[config.mk]
export PLATFORM = sky130hd
export DESIGN_NAME = fp32_row_max_sub
export DESIGN_NICKNAME = d
export VERILOG_FILES = /design/src/rtl/fp32_row_max_sub.sv
export SDC_FILE = /design/constraint.sdc
export NUM_CORES = 2
export LEC_CHECK = 0
export CORE_MARGIN = 5
export CORE_UTILIZATION = 45
export CTS_BUF_LIST = sky130_fd_sc_hd__clkbuf_4
export CTS_CLUSTER_DIAMETER = 200
export CTS_CLUSTER_SIZE = 20
export DETAILED_ROUTE_END_ITERATION = 8
export RECOVER_POWER = 100
export SYNTH_ARGS = -nofsm -noshare
export SYNTH_HDL_FRONTEND = slang
export SYNTH_SLANG_ARGS = --single-unit
[constraint.sdc]
create_clock -name clk -period 131.9 [get_ports clk]
set_input_delay 13.19 -clock clk [delete_from_list [all_inputs] [get_ports clk]]
set_output_delay 13.19 -clock clk [all_outputs]
set_load 0.01 [all_outputs]
[src/rtl/fp32_row_max_sub.sv]
// Row max-subtract stage ahead of the FP32 exp unit: buffers one score row, tracks its
// maximum, then streams x[i] - max through a shared multi-cycle FP32 adder.
module fp_adder_driver_ba #(
    parameter int LAT = 2
) (
    input  logic        clk,
    input  logic        rst,
    input  logic        start,
    input  logic [31:0] a,
    input  logic [31:0] b,
    output logic        busy,
    output logic        done,
    output logic [31:0] z
);
    logic [31:0] a_p0, b_p0;
    logic [3:0]  cnt;

    // IEEE-754 binary32 add, round-to-nearest-even, subnormals supported.
    function automatic logic [31:0] fp_add(input logic [31:0] fa, input logic [31:0] fb);
        logic [31:0] x, y;
        logic [7:0]  ex, ey, d;
        logic [26:0] lg, sf, sm;
        logic [27:0] s;
        logic [9:0]  e;
        logic [24:0] m;
        logic        a_nan, b_nan, a_inf, b_inf;
        a_nan = (fa[30:23] == 8'hFF) && (fa[22:0] != 23'd0);
        b_nan = (fb[30:23] == 8'hFF) && (fb[22:0] != 23'd0);
        a_inf = (fa[30:23] == 8'hFF) && (fa[22:0] == 23'd0);
        b_inf = (fb[30:23] == 8'hFF) && (fb[22:0] == 23'd0);
        if (a_nan || b_nan || (a_inf && b_inf && (fa[31] != fb[31]))) return 32'h7FC0_0000;
        if (a_inf) return fa;
        if (b_inf) return fb;
        if (fa[30:0] >= fb[30:0]) begin x = fa; y = fb; end
        else                      begin x = fb; y = fa; end
        ex = (x[30:23] == 8'd0) ? 8'd1 : x[30:23];
        ey = (y[30:23] == 8'd0) ? 8'd1 : y[30:23];
        lg = {x[30:23] != 8'd0, x[22:0], 3'b000};
        sf = {y[30:23] != 8'd0, y[22:0], 3'b000};
        d  = ex - ey;
        if (d >= 8'd27) sm = {26'd0, |sf};
        else            sm = (sf >> d) | {26'd0, |(sf & ((27'd1 << d) - 27'd1))};
        s = (x[31] == y[31]) ? ({1'b0, lg} + {1'b0, sm}) : ({1'b0, lg} - {1'b0, sm});
        // Exact cancellation gives +0 unless both operands were -0.
        if (s == 28'd0) return {x[31] & y[31], 31'd0};
        e = {2'b00, ex};
        if (s[27]) begin
            s = {1'b0, s[27:2], s[1] | s[0]};
            e = e + 10'd1;
        end else begin
            for (int i = 0; i < 26; i++) begin
                if (!s[26] && (e > 10'd1)) begin
                    s = s << 1;
                    e = e - 10'd1;
                end
            end
        end
        m = {1'b0, s[26:3]};
        if (s[2] && (s[1] | s[0] | s[3])) m = m + 25'd1;
        if (m[24]) begin
            m = m >> 1;
            e = e + 10'd1;
        end
        if (e >= 10'd255) return {x[31], 8'hFF, 23'd0};
        return {x[31], m[23] ? e[7:0] : 8'h00, m[22:0]};
    endfunction

    always_ff @(posedge clk or posedge rst) begin
        if (rst) begin
            busy <= 1'b0;
            done <= 1'b0;
            cnt  <= 4'd0;
            a_p0 <= 32'd0;
            b_p0 <= 32'd0;
            z    <= 32'd0;
        end else begin
            done <= 1'b0;
            if (!busy) begin
                if (start) begin
                    busy <= 1'b1;
                    cnt  <= 4'd0;
                    a_p0 <= a;
                    b_p0 <= b;
                end
            end else if (cnt == 4'(LAT - 1)) begin
                busy <= 1'b0;
                done <= 1'b1;
                z    <= fp_add(a_p0, b_p0);
            end else begin
                cnt <= cnt + 4'd1;
            end
        end
    end
endmodule

module fp32_row_max_sub #(
    parameter int MAX_LEN = 64,
    parameter int IDX_W   = $clog2(MAX_LEN)
) (
    input  logic        clk,
    input  logic        rst_n,
    input  logic        in_valid,
    output logic        in_ready,
    input  logic [31:0] in_fp32,
    input  logic        in_last,
    output logic        out_valid,
    input  logic        out_ready,
    output logic [31:0] out_fp32,
    output logic        out_last,
    output logic        row_overflow
);
    typedef enum logic [1:0] {S_LOAD, S_SUB_ISSUE, S_SUB_WAIT, S_OUT} state_t;

    state_t             state, state_nx;
    logic [31:0]        row_buf [MAX_LEN];
    logic [IDX_W-1:0]   wr_cnt, rd_cnt, last_idx;
    logic               first;
    logic [31:0]        max_val;
    logic               add_start, add_busy, add_done;
    logic [31:0]        add_a, add_b, add_z;
    logic               accept, row_end, out_hs;

    // Sign-magnitude ordering; zeros compare equal and NaN never wins.
    function automatic logic fp_gt(input logic [31:0] a, input logic [31:0] b);
        logic a_nan, b_nan;
        a_nan = (a[30:23] == 8'hFF) && (a[22:0] != 23'd0);
        b_nan = (b[30:23] == 8'hFF) && (b[22:0] != 23'd0);
        if (a_nan) return 1'b0;
        if (b_nan) return 1'b1;
        if ((a[30:0] == 31'd0) && (b[30:0] == 31'd0)) return 1'b0;
        if (a[31] != b[31]) return b[31];
        if (!a[31]) return a[30:0] > b[30:0];
        return a[30:0] < b[30:0];
    endfunction

    assign accept  = in_valid && in_ready;
    assign row_end = accept && (in_last || (wr_cnt == IDX_W'(MAX_LEN - 1)));
    assign out_hs  = out_valid && out_ready;

    fp_adder_driver_ba u_add (
        .clk   (clk),
        .rst   (~rst_n),
        .start (add_start),
        .a     (add_a),
        .b     (add_b),
        .busy  (add_busy),
        .done  (add_done),
        .z     (add_z)
    );

    always_ff @(posedge clk or negedge rst_n) begin
        if (!rst_n) state <= S_LOAD;
        else        state <= state_nx;
    end

    always_comb begin
        state_nx = state;
        case (state)
            S_LOAD:      if (row_end) state_nx = S_SUB_ISSUE;
            S_SUB_ISSUE: if (add_start && add_busy) state_nx = S_SUB_WAIT;
            S_SUB_WAIT:  if (add_done) state_nx = S_OUT;
            S_OUT:       if (out_hs) state_nx = out_last ? S_LOAD : S_SUB_ISSUE;
            default:     state_nx = S_LOAD;
        endcase
    end

    always_ff @(posedge clk) begin
        if (accept) row_buf[wr_cnt] <= in_fp32;
    end

    always_ff @(posedge clk or negedge rst_n) begin
        if (!rst_n) begin
            in_ready     <= 1'b0;
            row_overflow <= 1'b0;
            wr_cnt       <= '0;
            rd_cnt       <= '0;
            last_idx     <= '0;
            first        <= 1'b1;
            max_val      <= 32'd0;
            add_start    <= 1'b0;
            add_a        <= 32'd0;
            add_b        <= 32'd0;
            out_valid    <= 1'b0;
            out_fp32     <= 32'd0;
            out_last     <= 1'b0;
        end else begin
            // Staying in S_LOAD for two consecutive cycles guarantees an idle cycle after a row.
            in_ready     <= (state == S_LOAD) && (state_nx == S_LOAD);
            row_overflow <= row_end && !in_last;
            case (state)
                S_LOAD: begin
                    if (accept) begin
                        wr_cnt <= wr_cnt + 1'b1;
                        first  <= 1'b0;
                        if (first || fp_gt(in_fp32, max_val)) max_val <= in_fp32;
                        if (row_end) last_idx <= wr_cnt;
                    end
                end
                S_SUB_ISSUE: begin
                    if (!add_start && !add_busy) begin
                        add_start <= 1'b1;
                        add_a     <= row_buf[rd_cnt];
                        add_b     <= {~max_val[31], max_val[30:0]};
                    end else if (add_start && add_busy) begin
                        add_start <= 1'b0;
                    end
                end
                S_SUB_WAIT: begin
                    if (add_done) begin
                        out_fp32  <= add_z;
                        out_last  <= (rd_cnt == last_idx);
                        out_valid <= 1'b1;
                    end
                end
                S_OUT: begin
                    if (out_hs) begin
                        out_valid <= 1'b0;
                        if (out_last) begin
                            wr_cnt <= '0;
                            rd_cnt <= '0;
                            first  <= 1'b1;
                        end else begin
                            rd_cnt <= rd_cnt + 1'b1;
                        end
                    end
                end
                default: ;
            endcase
        end
    end
endmodule

==> impl_metrics.xml <==
<?xml version="1.0" encoding="UTF-8"?>
<metrics>
  <group name="sta">
    <metric name="timing.clock.skew" unit="ns">0.1729</metric>
    <metric name="setup_tns" unit="ns">0</metric>
    <metric name="final.min_clock_period" unit="ns">87.10</metric>
    <metric name="drv_slew" unit="">5340</metric>
    <metric name="worst_slew_pin_slew" unit="ns">9.247</metric>
    <metric name="final-hold-violation-count" unit="">0</metric>
    <metric name="rsz0062_at_grt" unit="">false</metric>
    <metric name="max_frequency" unit="MHz">11.48</metric>
    <metric name="setup_viol" unit="">0</metric>
    <metric name="timing.max_slew.rel_slack" unit="">-5.165</metric>
    <metric name="min_period_over_period" unit="">0.6603</metric>
  </group>
  <group name="drt">
    <metric name="wirelength_per_cell" unit="um">28.54</metric>
    <metric name="drt_drc_violations_left" unit="">0</metric>
    <metric name="ant_nets" unit="">0</metric>
    <metric name="detail_route.vias_per_cell" unit="">6.324</metric>
    <metric name="drt-total-wl" unit="mm">345.2</metric>
    <metric name="via_count" unit="">76490</metric>
    <metric name="drt_pre_antenna_iters" unit="">6</metric>
    <metric name="drc_violation_total_after_the_first_tritonroute_iteration" unit="">8686</metric>
  </group>
  <group name="synth">
    <metric name="yosysWarnings" unit="">0</metric>
    <metric name="mappedNetlistArea" unit="um2">118500</metric>
    <metric name="synth_top_family_by_area" unit="">multiplexers</metric>
    <metric name="synth_enable_flop_cells" unit="">2048</metric>
    <metric name="yosys_most_used_dff" unit="">sky130_fd_sc_hd__edfxtp_1</metric>
    <metric name="synth_adder_area_share" unit="">0.01953</metric>
    <metric name="postSynthCellCount" unit="">8562</metric>
    <metric name="synth.mux.area_fraction" unit="">0.1847</metric>
    <metric name="synth_compound_gate_area_share" unit="">0.09561</metric>
    <metric name="yosys_register_bits" unit="">2304</metric>
    <metric name="yosysUniqueCellTypes" unit="">140</metric>
    <metric name="yosysSeqAreaShare" unit="">0.5730</metric>
    <metric name="average_size_of_a_mapped_cell" unit="um2">13.84</metric>
    <metric name="async_reset_ff_frac" unit="">0.1111</metric>
    <metric name="synth-simple-area-share" unit="">0.08797</metric>
    <metric name="syn_nets" unit="">8782</metric>
    <metric name="synth_xor_area_frac" unit="">0.01526</metric>
  </group>
  <group name="placed_design">
    <metric name="placement.io_buffers" unit="">72</metric>
    <metric name="hpwl" unit="mm">226.6</metric>
    <metric name="gp_congestion" unit="">0.9351</metric>
  </group>
  <group name="run_status">
    <metric name="failing_checks" unit="">max-capacitance violations, max-slew violations</metric>
    <metric name="outcome" unit="">complete, but fails checks</metric>
  </group>
  <group name="clock_network">
    <metric name="tritoncts.num_buffers" unit="">133</metric>
    <metric name="clock-root-buffer" unit="">sky130_fd_sc_hd__clkbuf_4</metric>
    <metric name="cts_buffer_depth" unit="">3</metric>
    <metric name="tritoncts" unit="">done</metric>
    <metric name="clkSlewWorstSetupHoldPaths" unit="ns">0.28</metric>
    <metric name="numClockSinks" unit="">2304</metric>
    <metric name="cts_setup_buffers" unit="">0</metric>
    <metric name="ctsHtreeMaxLevel" unit="">4</metric>
    <metric name="cts.repair.resized" unit="">0</metric>
    <metric name="cts_hold_buf" unit="">0</metric>
    <metric name="clkLatencyLatePin" unit="ns">1.40</metric>
  </group>
  <group name="job">
    <metric name="max_cap_violations" unit="">130</metric>
  </group>
  <group name="critical_path">
    <metric name="crit_start" unit="">u_add.b_p0[25]</metric>
    <metric name="cp-start-kind" unit="">flop</metric>
    <metric name="crit-reg2reg-capture" unit="">u_add.z[25]</metric>
    <metric name="critical_path.endpoint_type" unit="">flop</metric>
    <metric name="r2r_slack" unit="ns">44.80</metric>
    <metric name="depth_of_the_most_critical_reg_to_reg_path" unit="">218</metric>
    <metric name="timing.critical_path.slowest_stage_cell" unit="">sky130_fd_sc_hd__o21ai_0</metric>
    <metric name="worstPathRequired" unit="ns">132.97</metric>
    <metric name="most_frequent_cell_on_the_critical_path" unit="">sky130_fd_sc_hd__ha_1</metric>
    <metric name="kind_of_critical_path" unit="">flop to flop</metric>
    <metric name="max_stage_delay" unit="ns">3.46</metric>
    <metric name="timing.critical_path.to" unit="">u_add.z[25]</metric>
    <metric name="timing.rr.start" unit="">u_add.b_p0[25]</metric>
    <metric name="cpLargestDelayFamily" unit="">compound AO/OA/AOI/OAI gates</metric>
    <metric name="timing.critical_path.fanout_max" unit="">46</metric>
    <metric name="crit_buf_inv" unit="">36</metric>
    <metric name="crit_path_dat" unit="ns">88.17</metric>
    <metric name="crit_cells" unit="">218</metric>
  </group>
  <group name="grt">
    <metric name="antenna_found_initial" unit="">20</metric>
    <metric name="grt-ovfl-total" unit="">0</metric>
    <metric name="first_global_vias" unit="">73960</metric>
    <metric name="global_route_wire_length_before_repair" unit="mm">506.7</metric>
    <metric name="grt_usage" unit="">0.2470</metric>
    <metric name="grt_start_max_net_pins" unit="">142</metric>
  </group>
  <group name="cells_and_area">
    <metric name="design.final.nets" unit="">8727</metric>
    <metric name="area_growth_syn_to_layout" unit="%">5.140</metric>
    <metric name="final_layout_size_suffix_gt1_frac" unit="">0.1648</metric>
  </group>
  <group name="floorplan">
    <metric name="ioPinCount" unit="">73</metric>
    <metric name="die_y" unit="um">523.2</metric>
    <metric name="floorplan.initialDensity" unit="">0.4519</metric>
    <metric name="fp.dieArea" unit="um2">273700</metric>
    <metric name="die_outline_width" unit="um">523.2</metric>
    <metric name="std_cell_rows" unit="">188</metric>
    <metric name="floorplan.core_area" unit="um2">262300</metric>
  </group>
  <group name="min_path">
    <metric name="min_path_type" unit="">flop to flop</metric>
  </group>
</metrics>
state kept, by name, summed over array words and instances, names as in the netlist, 6 cells and up:
| signal | cells |
|---|---|
| add_a | 32 |
| last_idx | 6 |
| out_fp32 | 32 |
| max_val | 32 |
| wr_cnt | 6 |
| add_b | 32 |
| row_buf | 2048 |
| u_add.a_p0 | 32 |
| rd_cnt | 6 |
| u_add.z | 32 |
| u_add.b_p0 | 32 |
final cells by class:
type | instances | area [um2]
fillers | 22980 | 137700
flip-flops and latches | 2304 | 67920
multi-input cells | 5548 | 48210
well taps | 3515 | 4398
repair buffers | 286 | 1669
clock buffers | 175 | 1314
inverters | 234 | 878.3
clock inverters | 16 | 165.2
diodes | 18 | 45.04
cells in the mapped netlist (23+ instances only):
cell type / count / area [um2]
sky130_fd_sc_hd__edfxtp_1: 2048 / 61500
sky130_fd_sc_hd__mux4_2: 690 / 15540
sky130_fd_sc_hd__nand2_1: 666 / 2500
sky130_fd_sc_hd__nor2_1: 599 / 2248
sky130_fd_sc_hd__a21oi_1: 455 / 2277
sky130_fd_sc_hd__o21ai_0: 396 / 1982
sky130_fd_sc_hd__mux2i_1: 381 / 3814
sky130_fd_sc_hd__clkbuf_1: 319 / 1197
sky130_fd_sc_hd__dfrtp_1: 255 / 6381
sky130_fd_sc_hd__inv_1: 220 / 825.8
sky130_fd_sc_hd__mux2_2: 211 / 2376
sky130_fd_sc_hd__ha_1: 181 / 2265
sky130_fd_sc_hd__xnor2_1: 146 / 1279
sky130_fd_sc_hd__nand3_1: 143 / 715.7
sky130_fd_sc_hd__nor3_1: 131 / 655.6
sky130_fd_sc_hd__nand4_1: 86 / 538.0
sky130_fd_sc_hd__buf_1: 81 / 304.0
sky130_fd_sc_hd__nor4_1: 73 / 456.7
sky130_fd_sc_hd__a21o_1: 68 / 510.5
sky130_fd_sc_hd__a211oi_1: 64 / 480.5
sky130_fd_sc_hd__a31oi_1: 64 / 400.4
sky130_fd_sc_hd__o21ai_1: 63 / 315.3
sky130_fd_sc_hd__and2_1: 59 / 369.1
sky130_fd_sc_hd__nand2b_1: 53 / 331.6
sky130_fd_sc_hd__and3_1: 51 / 319.1
sky130_fd_sc_hd__buf_2: 51 / 255.2
sky130_fd_sc_hd__o211ai_1: 49 / 367.9
sky130_fd_sc_hd__o21a_1: 49 / 367.9
sky130_fd_sc_hd__or3_1: 47 / 294.0
sky130_fd_sc_hd__xor2_1: 46 / 402.9
sky130_fd_sc_hd__o31ai_1: 43 / 322.8
sky130_fd_sc_hd__o22ai_1: 41 / 256.5
sky130_fd_sc_hd__nor2b_1: 37 / 231.5
sky130_fd_sc_hd__or2_2: 27 / 168.9
sky130_fd_sc_hd__o21bai_1: 25 / 187.7
sky130_fd_sc_hd__or4_1: 25 / 187.7
sky130_fd_sc_hd__a211o_1: 23 / 201.4
through the flow:
| step | hold WS, ns | std cells | instance area [um2] | setup slack, ns | util |
|---|---|---|---|---|---|
| after floorplan | 0.4444 | 8562 | 118500 | 78.36 | - |
| after global placement | 0.4619 | 11890 | 123900 | 71.58 | 0.4723 |
| after detailed placement | 0.4664 | 11890 | 123900 | 69.81 | 0.4723 |
| after CTS | 0.4228 | 12080 | 125400 | 69.46 | 0.4780 |
| after global routing | 0.4305 | 12090 | 124600 | 35.93 | 0.4750 |
| final | 0.4248 | 12100 | 124600 | 44.80 | 0.4751 |
placed cells by master, fill, tap and decap left out, types with 146 or more instances in the layout:
cell type / count
sky130_fd_sc_hd__clkbuf_1: 148
sky130_fd_sc_hd__xnor2_1: 146
sky130_fd_sc_hd__nand2_1: 666
sky130_fd_sc_hd__nor2_1: 552
sky130_fd_sc_hd__a21oi_1: 453
sky130_fd_sc_hd__ha_1: 180
sky130_fd_sc_hd__o21ai_0: 399
sky130_fd_sc_hd__mux2_2: 209
sky130_fd_sc_hd__edfxtp_1: 2048
sky130_fd_sc_hd__clkbuf_4: 175
sky130_fd_sc_hd__mux2i_1: 381
sky130_fd_sc_hd__mux4_2: 690
sky130_fd_sc_hd__inv_1: 221
sky130_fd_sc_hd__dfrtp_1: 250
routing by layer:
layer	global-route usage	up-vias	part of all wire	wire, um
met4	0.04986	4	0.021	7334
met3	0.03386	395	0.074	25430
met5	0	-	0.000072	25
met1	0.3593	39570	0.43	147800
met2	0.4015	2908	0.48	164500
li1	-	33610	-	-
worst min-delay path by stage:
stage	start	end	slack, ns	cells past startpoint
2_1_floorplan	add_b[31]	add_b[31]	0.44	2
3_3_place_gp	u_add.z[31]	u_add.z[31]	0.46	2
3_5_place_dp	u_add.z[31]	u_add.z[31]	0.47	2
4_1_cts	u_add.z[10]	out_fp32[10]	0.42	1
5_1_grt	u_add.z[10]	out_fp32[10]	0.43	1
6_report	u_add.z[10]	out_fp32[10]	0.42	1
kinds of logic after synthesis:
| family | Yosys count |
|---|---|
| DFF | 2304 |
| xor gates and xnor gates | 199 |
| and+or+nand+nor | 2155 |
| buffers and inverters | 710 |
| muxes | 1295 |
| AOI/OAI and AO/OA | 1715 |
| adders and majority gates | 184 |
worst register-to-register path: cells and delay by family (launching register included):
kind | cells | cell delay (ns)
fa+ha+maj | 30 | 9.90
simple gates | 73 | 20.70
mux | 3 | 0.95
compound gates | 59 | 28.06
flops | 1 | 0.66
xor+xnor | 17 | 6.41
buf+inv | 36 | 20.12
Power is not shown: default switching activity piles up to over one toggle a cycle in this logic, so the estimate is an artifact.
